$ cat src/rtl/lift_scan_ctrl.sv
// lift_scan_ctrl: N-floor lift controller with SCAN service order.
// Floor requests are latched into a pending bitmap. The car keeps its
// direction while requests lie ahead, then reverses. Travel time per floor
// and door dwell time come from internal counters.
// Ports:
//   clk        rising-edge clock
//   reset      asynchronous active-low reset
//   req_valid  request strobe, sampled every rising edge
//   req_floor  requested floor (out-of-range values pulse req_err)
//   floor      current car floor
//   moving_up  car travelling upward
//   moving_dn  car travelling downward
//   door_open  door held open
//   arrived    one-cycle pulse on the edge that opens the door
//   req_err    one-cycle pulse for an out-of-range request
//   pending    outstanding-request bitmap
module lift_scan_ctrl #(
  parameter int N_FLOORS      = 8,
  parameter int FLOOR_W       = $clog2(N_FLOORS),
  parameter int TRAVEL_CYCLES = 2,
  parameter int DOOR_CYCLES   = 3
) (
  input  logic                clk,
  input  logic                reset,
  input  logic                req_valid,
  input  logic [FLOOR_W-1:0]  req_floor,
  output logic [FLOOR_W-1:0]  floor,
  output logic                moving_up,
  output logic                moving_dn,
  output logic                door_open,
  output logic                arrived,
  output logic                req_err,
  output logic [N_FLOORS-1:0] pending
);
  localparam int TCNT_W = (TRAVEL_CYCLES > 1) ? $clog2(TRAVEL_CYCLES) : 1;
  localparam int DCNT_W = (DOOR_CYCLES > 1) ? $clog2(DOOR_CYCLES) : 1;
  localparam logic [TCNT_W-1:0] T_LAST = TCNT_W'(TRAVEL_CYCLES - 1);
  localparam logic [DCNT_W-1:0] D_LAST = DCNT_W'(DOOR_CYCLES - 1);

  typedef enum logic [1:0] {S_IDLE, S_MOVE, S_DOOR} state_e;

  state_e              state_q, state_d;
  logic                dir_up_q, dir_up_d;
  logic [FLOOR_W-1:0]  floor_q, floor_d;
  logic [N_FLOORS-1:0] pending_q, pending_d;
  logic [TCNT_W-1:0]   tcnt_q, tcnt_d;
  logic [DCNT_W-1:0]   dcnt_q, dcnt_d;
  logic                arrived_q, arrived_d;
  logic                req_err_q, req_err_d;

  logic                above, below, here, step_hit;
  logic                ahead, behind;
  logic [FLOOR_W-1:0]  step_floor, arr_floor;
  logic                req_in, door_hit, arr_clr;

  // Pending-set summaries relative to the current floor, all from the
  // registered bitmap.
  always_comb begin
    above      = 1'b0;
    below      = 1'b0;
    here       = 1'b0;
    step_hit   = 1'b0;
    step_floor = dir_up_q ? floor_q + FLOOR_W'(1) : floor_q - FLOOR_W'(1);
    for (int i = 0; i < N_FLOORS; i++) begin
      if (pending_q[i] && i >  int'(floor_q))    above    = 1'b1;
      if (pending_q[i] && i <  int'(floor_q))    below    = 1'b1;
      if (pending_q[i] && i == int'(floor_q))    here     = 1'b1;
      if (pending_q[i] && i == int'(step_floor)) step_hit = 1'b1;
    end
    ahead  = dir_up_q ? above : below;
    behind = dir_up_q ? below : above;
  end

  always_comb begin
    state_d   = state_q;
    dir_up_d  = dir_up_q;
    floor_d   = floor_q;
    tcnt_d    = tcnt_q;
    dcnt_d    = dcnt_q;
    arrived_d = 1'b0;
    arr_clr   = 1'b0;
    arr_floor = floor_q;
    req_in    = req_valid && (int'(req_floor) < N_FLOORS);
    req_err_d = req_valid && !req_in;
    // Re-request of the open-door floor extends dwell instead of latching.
    door_hit  = req_in && (state_q == S_DOOR) && (req_floor == floor_q);

    case (state_q)
      S_IDLE: begin
        if (here) begin
          state_d   = S_DOOR;
          dcnt_d    = '0;
          arrived_d = 1'b1;
          arr_clr   = 1'b1;
        end else if (ahead) begin
          state_d = S_MOVE;
          tcnt_d  = '0;
        end else if (behind) begin
          state_d  = S_MOVE;
          dir_up_d = !dir_up_q;
          tcnt_d   = '0;
        end
      end
      S_MOVE: begin
        if (tcnt_q == T_LAST) begin
          // A request remains ahead while moving, so the step stays in range.
          tcnt_d    = '0;
          floor_d   = step_floor;
          arr_floor = step_floor;
          if (step_hit) begin
            state_d   = S_DOOR;
            dcnt_d    = '0;
            arrived_d = 1'b1;
            arr_clr   = 1'b1;
          end
        end else begin
          tcnt_d = tcnt_q + TCNT_W'(1);
        end
      end
      S_DOOR: begin
        if (door_hit) begin
          dcnt_d = '0;
        end else if (dcnt_q == D_LAST) begin
          dcnt_d = '0;
          if (ahead) begin
            state_d = S_MOVE;
            tcnt_d  = '0;
          end else if (behind) begin
            state_d  = S_MOVE;
            dir_up_d = !dir_up_q;
            tcnt_d   = '0;
          end else begin
            state_d = S_IDLE;
          end
        end else begin
          dcnt_d = dcnt_q + DCNT_W'(1);
        end
      end
      default: state_d = S_IDLE;
    endcase

    // Arrival clear wins over a same-edge request for that floor.
    pending_d = pending_q;
    for (int i = 0; i < N_FLOORS; i++) begin
      if (req_in && !door_hit && int'(req_floor) == i) pending_d[i] = 1'b1;
      if (arr_clr && int'(arr_floor) == i)             pending_d[i] = 1'b0;
    end
  end

  always_ff @(posedge clk or negedge reset) begin
    if (!reset) begin
      state_q   <= S_IDLE;
      dir_up_q  <= 1'b1;
      floor_q   <= '0;
      pending_q <= '0;
      tcnt_q    <= '0;
      dcnt_q    <= '0;
      arrived_q <= 1'b0;
      req_err_q <= 1'b0;
    end else begin
      state_q   <= state_d;
      dir_up_q  <= dir_up_d;
      floor_q   <= floor_d;
      pending_q <= pending_d;
      tcnt_q    <= tcnt_d;
      dcnt_q    <= dcnt_d;
      arrived_q <= arrived_d;
      req_err_q <= req_err_d;
    end
  end

  assign floor     = floor_q;
  assign moving_up = (state_q == S_MOVE) && dir_up_q;
  assign moving_dn = (state_q == S_MOVE) && !dir_up_q;
  assign door_open = (state_q == S_DOOR);
  assign arrived   = arrived_q;
  assign req_err   = req_err_q;
  assign pending   = pending_q;
endmodule

$ cat config.mk
export PLATFORM = sky130hd
export DESIGN_NAME = lift_scan_ctrl
export DESIGN_NICKNAME = d
export VERILOG_FILES = /design/src/rtl/lift_scan_ctrl.sv
export SDC_FILE = /design/constraint.sdc
export NUM_CORES = 1
export LEC_CHECK = 0
export CAP_MARGIN = 20
export CELL_PAD_IN_SITES_DETAIL_PLACEMENT = 0
export CELL_PAD_IN_SITES_GLOBAL_PLACEMENT = 2
export CORE_UTILIZATION = 32
export CTS_BUF_LIST = sky130_fd_sc_hd__clkbuf_8 sky130_fd_sc_hd__clkbuf_16
export CTS_CLUSTER_SIZE = 28
export DETAILED_ROUTE_END_ITERATION = 6
export PLACE_DENSITY_LB_ADDON = 0.3
export SLEW_MARGIN = 30
export SYNTH_ARGS = -nofsm -noshare
export SYNTH_HDL_FRONTEND = slang
export SYNTH_SLANG_ARGS = --single-unit
$ cat constraint.sdc
create_clock -name clk -period 2.91 [get_ports clk]
set_clock_uncertainty 0.15 [all_clocks]
set_input_delay 0.291 -clock clk [delete_from_list [all_inputs] [get_ports clk]]
set_output_delay 0.291 -clock clk [all_outputs]
set_load 0.005 [all_outputs]
==> impl_metrics.toml, run 1 <==
[layout]
area_growth_pct = 24.0
diodes = 0
drive_gt1_share_pct = 14.1
postLayoutCoreUtil_pct = 41.7
layout_commonest_cell = "clkdlybuf4s50_1"
final_cell_mix = "19 x clkdlybuf4s50_1, 16 x dfrtp_1, 11 x nand2_1, 9 x inv_1"
nets = 184

[critical_path]
r2r_slack_ps = 230
worst_setup_path_end_kind = "register"
path_class = "register to register"
crit_buf_inv = 2
required_ps = 2890
max_stage_delay_ps = 500
r2r-end = "pending[6]"
worstPathArrival_ps = 2660
r2r_start = "floor[0]"
path_cells = "inv_2, ha_1, a22oi_1, a22oi_1, a311oi_1, buf_4, or2_2, mux2_4, o32a_1"
worstPathMaxFanout = 8
reg2regPathDepth = 9
cp_common_cell = "a22oi_1"
path_delay_family = "compound AO/OA/AOI/OAI gates"
critPathLaunchType = "register"
slowest_stage = "dfrtp_1"

[synthesis]
synth_nets = 159
synthCells = 146
syn-cell-area_um2 = 1350
ys_types = 51
synthFlopType = "dfrtp_1"
synth-edff-count = 0
synth-async-reset-ratio_pct = 100
synth_area_leaders = "dfrtp_1 31%, ha_1 6.5%, mux4_1 3.9%"
synth_top_area_cell = "dfrtp_1"
ys_warn_count = 0
ys_ff_latch = 18
avgSynthCellArea_um2 = 9.27
synth.top_cell.area_share_pct = 31.4
ys_seq_area_share_pct = 33.4

[global_route]
grt_pass1_vias = 1130
track_usage_pct = 18.2
grt_pass1_wl_mm = 6.05
grt_max_degree = 19
overflow = 0
antenna_found_initial = 0

[cts]
root_buffer = "clkbuf_8"
cts.sinks = 18
htree_levels = 1
clockBufferDepth = 2
worstSkewPairLatency_ps = 250
path_clk_slew_ps = 70
numCtsBuffers = 3
cts_tree = "yes"

[power]
p_leak_nw = 0.716
ir_worst_vdd_v = 0.000407
p_per_area_nw_per_um2 = 1250

[routing]
drc = 0
wire_per_inst_um = 16.5
drtIter0Drc = 73
routed_wl_mm = 3.63
firstDrtPassIters = 4
antenna_left = 0
vias = 1191
drt-vias-per-instance = 5.41

[die]
num_rows = 23
dieHeight_um = 67.0
die-area_um2 = 4500
start_util_pct = 33.6
coreArea_um2 = 4030
ios = 22
die_w_um = 67.0

[sta]
tns_ps = 0
setup_viol = 0
clock.fmax_mhz = 374
worst_slack_ps = 234
max-slew-margin-rel_pct = 65.6
tightest_slew_ps = 509
rsz0062_at_grt = "false"
finalCritPeriodShare_pct = 92.0
min_period_ps = 2680
finalMaxSlewViolations = 0
hold_viol = 0

[placed_design]
gp_congestion = 0.815
dp_hpwl_mm = 2.69
io_buffers = 20
dp_slack_ps = 240

[run_status]
outcome = "complete, no violations"

[flow_run]
max-cap-violations = 0

[min_path]
hold_class = "input port to async pin"
[cell type report]
| class | count | area [um^2] |
|---|---|---|
| fill | 395 | 2350 |
| multi-input combinational | 111 | 821 |
| sequential | 18 | 453 |
| timing repair buffer | 27 | 250 |
| tap | 50 | 62.6 |
| clock buffer | 4 | 55.1 |
| inverter | 10 | 37.5 |
[kinds of logic (layout without fill, tap and decap cells)]
family | Yosys count | after routing | synth area share (%)
AO/OA/AOI/OAI | 45 | 45 | 23.4
XOR/XNOR | 6 | 6 | 4.44
other | 1 | 1 | 0.277
multiplexers | 6 | 6 | 7.58
buffers and inverters | 17 | 41 | 6.01
AND/OR/NAND/NOR | 46 | 46 | 18.5
flip-flops | 18 | 18 | 33.4
adder cells (fa/ha/maj) | 7 | 7 | 6.47
[cell usage after synthesis (2+ instances only)]
cell type and count:
a211oi_1 2, a21oi_1 5, a22o_1 3, a22oi_1 3, a31oi_1 8, buf_2 2
buf_4 2, clkbuf_1 2, dfrtp_1 17, ha_1 7, inv_1 9, mux2_4 2
mux2i_1 2, mux4_1 2, nand2_1 11, nand2b_1 2, nand3_1 5, nor2_1 8
nor2b_1 2, nor3_1 5, nor4_1 2, o21a_1 2, o21ai_0 8, o32a_1 4
or2b_1 2, xor2_1 4
[registers in the layout (all words and copies together), names as in the netlist]
register and count:
dcnt_q 2, pending 8, dir_up_q 1, state_q 2, floor 3, tcnt_q 1, arrived 1
[stage by stage]
step           hold slack (ps)  cells  area (um^2)  total power [mW]
3_3_place_gp               399    215         1620              1.87
5_1_grt                    408    220         1680              2.28
2_1_floorplan             -155    146         1350              1.40
3_5_place_dp               397    215         1620              1.88
4_1_cts                    399    219         1670              2.09
6_report                   351    220         1680              2.09
[worst max-delay path by stage]
stage / cells after the start / from / slack [ps] / end
2_1_floorplan: 9 / floor[1] / 500 / pending[4]
3_3_place_gp: 8 / floor[0] / 290 / pending[6]
3_5_place_dp: 8 / floor[1] / 240 / pending[6]
4_1_cts: 8 / floor[1] / 200 / pending[6]
5_1_grt: 8 / floor[0] / 120 / pending[5]
6_report: 9 / floor[0] / 230 / pending[6]
[what timing repair did]
item	in CTS	in global routing
resized for setup	0	1
setup buffers	0	0
endpoints found under the setup margin	0	1
hold buffers	0	1
endpoints found under the hold margin	0	17
[metal layers]
layer	GRT usage (%)	wire [um]
met5	0	0
met2	28.5	1660
met4	3.99	38
met1	26.4	1790
met3	2.05	146
[report_power, final]
| part | switching [mW] | internal [mW] | leakage, nW | total, mW |
|---|---|---|---|---|
| logic | 0.623 | 0.664 | 0.478 | 1.29 |
| registers | 0.228 | 0.368 | 0.209 | 0.596 |
| clock network | 0.0880 | 0.120 | 0.0288 | 0.208 |
Note: power is estimated with default switching activity, not from simulation.
==> run 2, diff against run 1 <==
SETUP_SLACK_MARGIN = 0.15   (was default)
==> run 2 against run 1 <==
  * Highest routed layer unchanged
  * First-iteration DRC count unchanged
  * Combinational power about the same
  * Setup slack better by 46 ps
  * Design area about the same
  * Register-to-register slack better by 50 ps
  * Core utilization about the same
  * Count of clock-buffer cells in the layout unchanged
  * Non-clock buffer count unchanged
  * Routed wire length unchanged
  * Critical path depth unchanged
  * Hold slack about the same
  * Global-route usage unchanged
==> impl_metrics.toml, run 2 (synthesis results as in run 1) <==
[placed_design]
dp_cells = 215
dp_hpwl_mm = 2.69
gp_congestion = 0.815
dp_slack_ps = 240
io_buffers = 20

[sta]
max-slew-margin-rel_pct = 65.6
min_period_ps = 2630
worst_slack_ps = 280
tns_ps = 0
hold_viol = 0
setup_viol = 0
rsz0062_at_grt = "false"
finalMaxSlewViolations = 0
finalCritPeriodShare_pct = 90.4
tightest_slew_ps = 509
clock.fmax_mhz = 380

[layout]
layout_commonest_cell = "clkdlybuf4s50_1"
layout.cells.non_filler = 220
nets = 184
area_growth_pct = 24.1
largest_reg_flops = 8
drive_gt1_share_pct = 14.7
final_cell_mix = "19 x clkdlybuf4s50_1, 15 x dfrtp_1, 11 x nand2_1, 9 x inv_1"
diodes = 0

[min_path]
hold_class = "input port to async pin"

[die]
ios = 22
start_util_pct = 33.6
dieHeight_um = 67.0
die_w_um = 67.0
die-area_um2 = 4500
coreArea_um2 = 4030
num_rows = 23

[critical_path]
reg2regPathDepth = 9
max_stage_delay_ps = 480
worstPathMaxFanout = 8
path_cells = "inv_2, ha_1, a22oi_1, a22oi_1, a311oi_1, buf_4, or2_2, mux2_4, o32a_1"
r2r-end = "pending[6]"
crit_buf_inv = 2
r2r_start = "floor[0]"
r2r_slack_ps = 280
critPathLaunchType = "register"
worst_setup_path_end_kind = "register"
cp_common_cell = "a22oi_1"
required_ps = 2890
path_class = "register to register"
crit_start = "floor[0]"
path_delay_family = "compound AO/OA/AOI/OAI gates"
slowest_stage = "dfrtp_2"
worstPathArrival_ps = 2610

[cts]
htree_levels = 1
clockBufferDepth = 2
cts_tree = "yes"
root_buffer = "clkbuf_8"
worstSkewPairLatency_ps = 250
cts.sinks = 18
numCtsBuffers = 3
path_clk_slew_ps = 70

[power]
p_leak_nw = 0.715
p_per_area_nw_per_um2 = 1250
ir_worst_vdd_v = 0.000407

[global_route]
grt_max_degree = 19
grt_pass1_vias = 1130
overflow = 0
antenna_found_initial = 0
grt_pass1_wl_mm = 6.05
track_usage_pct = 18.2

[routing]
antenna_left = 0
vias = 1191
drc = 0
routed_wl_mm = 3.63
drtIter0Drc = 73
drt-vias-per-instance = 5.41
wire_per_inst_um = 16.5
firstDrtPassIters = 4

[flow_run]
max-cap-violations = 0

[run_status]
outcome = "complete, no violations"
run 2: changes by cell type in the layout (fill, tap and decap cells not counted):
cell,delta
dfrtp_1,-1
dfrtp_2,+1
run 2: worst max path at each step:
stage                       endpoint  slack, ps  depth (start not counted)
after detailed placement  pending[6]        240                          8
final                     pending[6]        280                          9
after CTS                 pending[6]        200                          8
after floorplan           pending[4]        500                          9
after global placement    pending[6]        290                          8
after global routing      pending[5]        170                          8
run 2: routing by layer:
| metal | vias up | wire [um] | GRT usage, % |
|---|---|---|---|
| li1 | 587 | - | - |
| met1 | 565 | 1790 | 26.4 |
| met2 | 35 | 1660 | 28.5 |
| met3 | 4 | 146 | 2.05 |
| met4 | 0 | 38 | 3.99 |
| met5 | - | 0 | 0 |
run 2: where the power goes:
group / internal, mW / leakage [nW] / switching [mW]
combinational: 0.664 / 0.478 / 0.623
sequential: 0.370 / 0.208 / 0.228
clock: 0.120 / 0.0288 / 0.0879
run 2: timing repair:
item / CTS / global route
gates resized for setup: 0 / 2
hold endpoints to repair: 0 / 17
setup buffers: 0 / 0
endpoints found under the setup margin: 0 / 10
hold buffers: 0 / 1
run 2: layout make-up:
type	instances	area [um^2]
fillers	395	2350
well taps	50	62.6
multi-input cells	111	821
flip-flops and latches	18	454
inverters	10	37.5
repair buffers	27	250
clock buffers	4	55.1
run 2: metrics by stage:
| step | area (um^2) | power [mW] | hold WS, ps | util, % |
|---|---|---|---|---|
| 2_1_floorplan | 1350 | 1.40 | -155 | - |
| 3_3_place_gp | 1620 | 1.87 | 399 | 40.2 |
| 3_5_place_dp | 1620 | 1.88 | 397 | 40.2 |
| 4_1_cts | 1670 | 2.09 | 399 | 41.5 |
| 5_1_grt | 1680 | 2.28 | 408 | 41.7 |
| 6_report | 1680 | 2.09 | 351 | 41.7 |
